## src/rtl/dac7611_serial_rx.sv

```systemverilog
// Receive-side model of the DAC7611 3-wire serial interface: synchronizes CLK/SDI/LD/CLR,
// shifts 12-bit words MSB-first and latches them on LD. Optional DAC_RX_COMPARE_EN adds code compare.
module dac7611_serial_rx #(
    parameter int                   DATA_BITS     = 12,
    parameter int                   SYNC_STAGES   = 2,
    parameter logic [DATA_BITS-1:0] CLR_VALUE     = 12'h000,
    parameter logic [DATA_BITS-1:0] EXPECTED_CODE = 12'h555
) (
    input  logic                 clk,
    input  logic                 reset,
    input  logic [3:0]           dac_signals_in,
    output logic [DATA_BITS-1:0] dac_code,
    output logic                 code_valid,
    output logic                 frame_error,
    output logic [3:0]           bit_count,
    output logic [15:0]          load_count,
    output logic [7:0]           err_count
`ifdef DAC_RX_COMPARE_EN
    ,
    output logic                 code_match,
    output logic [7:0]           mismatch_count
`endif
);

    typedef enum logic [1:0] {IDLE, SHIFT, OVERRUN} state_t;

    state_t                          state_q, state_d;
    logic [SYNC_STAGES-1:0][3:0]     sync_q;
    logic                            clk_hist_q, ld_hist_q;
    logic [DATA_BITS-1:0]            shift_q, shift_d;
    logic [3:0]                      sync_s, cnt_inc, cnt_after_clk, bit_count_d;
    logic                            clk_rise, ld_fall, clr_low, do_load, load_err;

    // Bus idles with CLK, LD and CLR high, so the chains reset to all ones to avoid false edges.
    always_ff @(posedge clk or posedge reset) begin
        if (reset) begin
            sync_q     <= '1;
            clk_hist_q <= 1'b1;
            ld_hist_q  <= 1'b1;
        end else begin
            sync_q     <= {sync_q[SYNC_STAGES-2:0], dac_signals_in};
            clk_hist_q <= sync_s[3];
            ld_hist_q  <= sync_s[1];
        end
    end

    assign sync_s   = sync_q[SYNC_STAGES-1];
    assign clk_rise = sync_s[3] & ~clk_hist_q;
    assign ld_fall  = ~sync_s[1] & ld_hist_q;
    assign clr_low  = ~sync_s[0];

    always_ff @(posedge clk or posedge reset) begin
        if (reset) state_q <= IDLE;
        else       state_q <= state_d;
    end

    always_comb begin
        state_d = state_q;
        if (clr_low || ld_fall) begin
            state_d = IDLE;
        end else if (clk_rise) begin
            case (state_q)
                IDLE:    state_d = SHIFT;
                SHIFT:   state_d = (cnt_inc > 4'(DATA_BITS)) ? OVERRUN : SHIFT;
                default: state_d = OVERRUN;
            endcase
        end
    end

    // A CLK rise coinciding with LD fall is shifted first, so the load and its error check see the new bit.
    always_comb begin
        cnt_inc       = (bit_count == 4'hF) ? 4'hF : bit_count + 4'd1;
        cnt_after_clk = clk_rise ? cnt_inc : bit_count;
        shift_d       = clk_rise ? {shift_q[DATA_BITS-2:0], sync_s[2]} : shift_q;
        do_load       = ld_fall & ~clr_low;
        load_err      = do_load && (cnt_after_clk != 4'(DATA_BITS));
        bit_count_d   = (clr_low || ld_fall) ? 4'd0 : cnt_after_clk;
    end

    always_ff @(posedge clk or posedge reset) begin
        if (reset) begin
            shift_q     <= '0;
            dac_code    <= '0;
            code_valid  <= 1'b0;
            frame_error <= 1'b0;
            bit_count   <= 4'd0;
            load_count  <= 16'd0;
            err_count   <= 8'd0;
        end else begin
            shift_q     <= shift_d;
            code_valid  <= do_load;
            frame_error <= load_err;
            bit_count   <= bit_count_d;
            if (clr_low)      dac_code <= CLR_VALUE;
            else if (do_load) dac_code <= shift_d;
            if (do_load)      load_count <= load_count + 16'd1;
            if (load_err && err_count != 8'hFF) err_count <= err_count + 8'd1;
        end
    end

`ifdef DAC_RX_COMPARE_EN
    always_ff @(posedge clk or posedge reset) begin
        if (reset) begin
            code_match     <= 1'b0;
            mismatch_count <= 8'd0;
        end else begin
            if (clr_low)      code_match <= 1'b0;
            else if (do_load) code_match <= (shift_d == EXPECTED_CODE);
            if (do_load && shift_d != EXPECTED_CODE && mismatch_count != 8'hFF)
                mismatch_count <= mismatch_count + 8'd1;
        end
    end
`endif

endmodule

```

## config.mk

```make
export PLATFORM = sky130hd
export DESIGN_NAME = dac7611_serial_rx
export DESIGN_NICKNAME = d
export VERILOG_FILES = /design/src/rtl/dac7611_serial_rx.sv
export SDC_FILE = /design/constraint.sdc
export NUM_CORES = 1
export LEC_CHECK = 0
export CAP_MARGIN = 40
export CORE_MARGIN = 1
export CORE_UTILIZATION = 45
export CTS_BUF_LIST = sky130_fd_sc_hd__clkbuf_8
export CTS_CLUSTER_DIAMETER = 100
export DETAILED_ROUTE_END_ITERATION = 10
export HOLD_SLACK_MARGIN = 0.08
export PLACE_DENSITY = 0.71
export SYNTH_ARGS = -nofsm -noshare
export SYNTH_HDL_FRONTEND = slang
export SYNTH_SLANG_ARGS = --single-unit
```

## constraint.sdc

```tcl
create_clock -name clk -period 2.65 [get_ports clk]
set_input_delay 0.265 -clock clk [delete_from_list [all_inputs] [get_ports clk]]
set_output_delay 0.265 -clock clk [all_outputs]
set_load 0.05 [all_outputs]
```

==> flow_summary.yaml <==
logic_synthesis:
  synth_xor_area_share_pct: 5.836
  muxShareOfSynthArea_pct: 8.386
  synth-compound-area-share_pct: 7.062
  synth_fp_nets: 202
  synthSimpleGateAreaFrac_pct: 12.46
  synth_ff_type: "dfrtp_1"
  synth_top_family_by_area: "simple AND/OR/NAND/NOR gates"
  synth_fa_ha_area_share_pct: 1.471
  synth-edff-count: 0
  ys_ff_latch: 64
  yosysUniqueCellTypes: 34
  seq_area_frac_synth_pct: 63.27
  syn_area_per_cell_um2: 13.22
  async_flop_share_pct: 100.0
  yosysWarnings: 0
  postSynthCellCount: 193
  netlist_area_mm2: 0.002551
floorplanning:
  start_util_pct: 46.62
  core_area_mm2: 0.005473
  die_height_um: 77.30
  dieArea_mm2: 0.005975
  fp-row-count: 27
  die_x_um: 77.30
  io_pins: 48
critical_path:
  crit_slowest_cell: "a221oi_4"
  max_stage_delay_ps: 470
  worstPathRequired_ps: 2860
  reg2reg_from: "bit_count[0]$_DFF_PP0_"
  end_kind: "flop"
  critPathKind: "reg -> reg"
  crit_path_cell_trace: "ha_1 > xnor2_1 > or3_1 > a221oi_4 > nor2_1 > mux2_1"
  r2r_end: "err_count[1]$_DFFE_PP0P_"
  path_buf_inv: 0
  cp_top_family: "simple AND/OR/NAND/NOR gates"
  cp_data_arrival_time_ps: 2580
  ff2ff_path_depth: 6
  startpoint_type: "flop"
  cp_max_fo: 8
  r2r_slack_ps: 280
route:
  wl_um: 4711
  drtPass1Iterations: 4
  initialDrtViolationCount: 98
  drc: 0
  drtAntennaViolNets: 0
  vias: 1665
  via_per_inst: 5.107
  wire_per_inst_um: 14.45
cts:
  clock-root-buffer: "clkbuf_8"
  clock_latency_ps: 330
  ctsResizeCount: 0
  clockBufferDepth: 2
  cts_made_buffers: 9
  ctsHoldBuffers: 0
  cts.clk_slew.worst_paths_ps: 70
  tritoncts: "yes"
  cts.sinks: 64
  postCtsSetupBuffers: 0
  htree_levels: 3
grt:
  grt_pass1_vias: 1689
  grt_pass1_wl_um: 8121
  grt_remaining_overflow: 0
  grt_start_max_net_pins: 30
  antenna_found_initial: 0
  grt.total_usage_pct: 17.82
place:
  portBuffers: 47
  dp_hpwl_um: 3271
  pre_cts_slack_ps: 311.3
  placed_cell_area_mm2: 0.003107
  routabilityCongestion: 0.7780
flow_run:
  cap_violations: 0
sta:
  setup_viol: 0
  hold_viol_final: 0
  fmax_mhz: 422.1
  fin_crit_ps: 2369
  setup_tns_ps: 0
  worst_slack_ps: 281.0
  max_slew_margin_pct: 60.51
  fin_crit_sh_pct: 89.39
  tightest_slew_ps: 591.5
  final_max_slew_viol_count: 0
  clock_skew_ps: 10.69
  rsz0062_at_grt: "no"
power:
  peakVddDrop_mv: 0.7077
  p_leak_nw: 1.461
  power_density_mw_per_mm2: 877.7
  finalPower_mw: 2.910
outcome:
  status: "finished clean"
layout:
  drive_gt1_share_pct: 19.69
  post-route-util_pct: 60.59
  layout.nets: 258
  area_growth_pct: 29.97
  diodes: 0
  finalInstanceArea_mm2: 0.003316
min_path:
  min_path_type: "in -> async"
-- cells in the final DEF (no fill, tap or decap), types with 2 or more instances in the layout --
master,count
xor2_1,6
a22o_1,12
inv_1,2
and3_1,6
nand3b_1,2
ha_1,3
clkbuf_8,12
o21ai_0,2
nand2_1,23
dfstp_2,10
a21oi_1,2
nor2_1,7
nor4_1,3
a31oi_1,2
or3_1,2
xnor2_1,11
mux2_2,18
clkinv_2,2
nand3_1,5
buf_4,3
clkdlybuf4s50_1,47
nor3_1,5
dfrtp_1,54
nand4_1,2
-- flip-flops by register name, indices dropped and copies added, names as in the netlist --
register and flops:
shift_q 12, frame_error 1, load_count 16, bit_count 4
code_valid 1, sync_q 4, clk_hist_q 1, sync_s 4
err_count 8, ld_hist_q 1, dac_code 12
-- synthesized netlist by cell type, types with 5 or more instances --
cell	number	share of area, %
mux2_2	18	7.9
and3_1	6	1.5
nor2_1	7	1.0
xor2_1	6	2.1
a22o_1	12	4.1
dfstp_2	10	10
dfrtp_1	54	53
nand2_1	23	3.4
nand3_1	5	0.98
xnor2_1	11	3.8
nor3_1	5	0.98
-- cells by family (layout without fill, tap and decap cells) --
group | count (synthesis) | count (layout)
adders and majority gates | 3 | 3
muxes | 19 | 19
and+or+nand+nor | 61 | 61
AOI/OAI and AO/OA | 21 | 21
buffers and inverters | 8 | 69
DFF | 64 | 64
xor gates and xnor gates | 17 | 17
-- worst reg2reg max path: stages (launching register included) --
cell      delay [ps]
dfrtp_1          450
ha_1             310
xnor2_1          170
or3_1            370
a221oi_4         470
nor2_1           150
mux2_1           330
-- metal layers --
metal  track usage [%]  up-vias  routed length [um]
met1             23.85      825                2203
li1                  -      793                   -
met5                 0        -                   0
met4             11.51        0                 131
met3             3.214       11                 140
met2             26.55       36                2236
-- worst max-delay path by stage --
stage	slack, ps	to	cells past startpoint	startpoint
global placement	410	err_count[1]$_DFFE_PP0P_	6	bit_count[0]$_DFF_PP0_
floorplan	270	err_count[1]$_DFFE_PP0P_	6	bit_count[1]$_DFF_PP0_
global route	190	err_count[1]$_DFFE_PP0P_	6	bit_count[0]$_DFF_PP0_
detailed placement	310	err_count[1]$_DFFE_PP0P_	6	bit_count[0]$_DFF_PP0_
finish	280	err_count[1]$_DFFE_PP0P_	6	bit_count[0]$_DFF_PP0_
CTS	300	err_count[1]$_DFFE_PP0P_	6	bit_count[0]$_DFF_PP0_
-- area by class of cell --
type | instances | area (um2)
fill | 464 | 2157
tap | 72 | 90.09
clock inverter | 4 | 43.79
timing repair buffer | 50 | 493.0
sequential | 64 | 1614
clock buffer | 12 | 165.2
inverter | 3 | 11.26
multi-input combinational | 121 | 898.4
-- report_power, final --
part | internal [mW] | total [mW] | switching (mW)
registers | 1.15 | 1.29 | 0.137
clock network | 0.505 | 0.854 | 0.349
logic | 0.291 | 0.765 | 0.474
total | 1.95 | 2.91 | 0.960
-- through the flow --
stage | hold slack (ps) | cells
global placement | 345.6 | 310
detailed placement | 347.5 | 310
CTS | 326.3 | 326
floorplan | 269.5 | 193
global route | 329.7 | 326
finish | 322.4 | 326
Power figures use the tool's default switching activity.
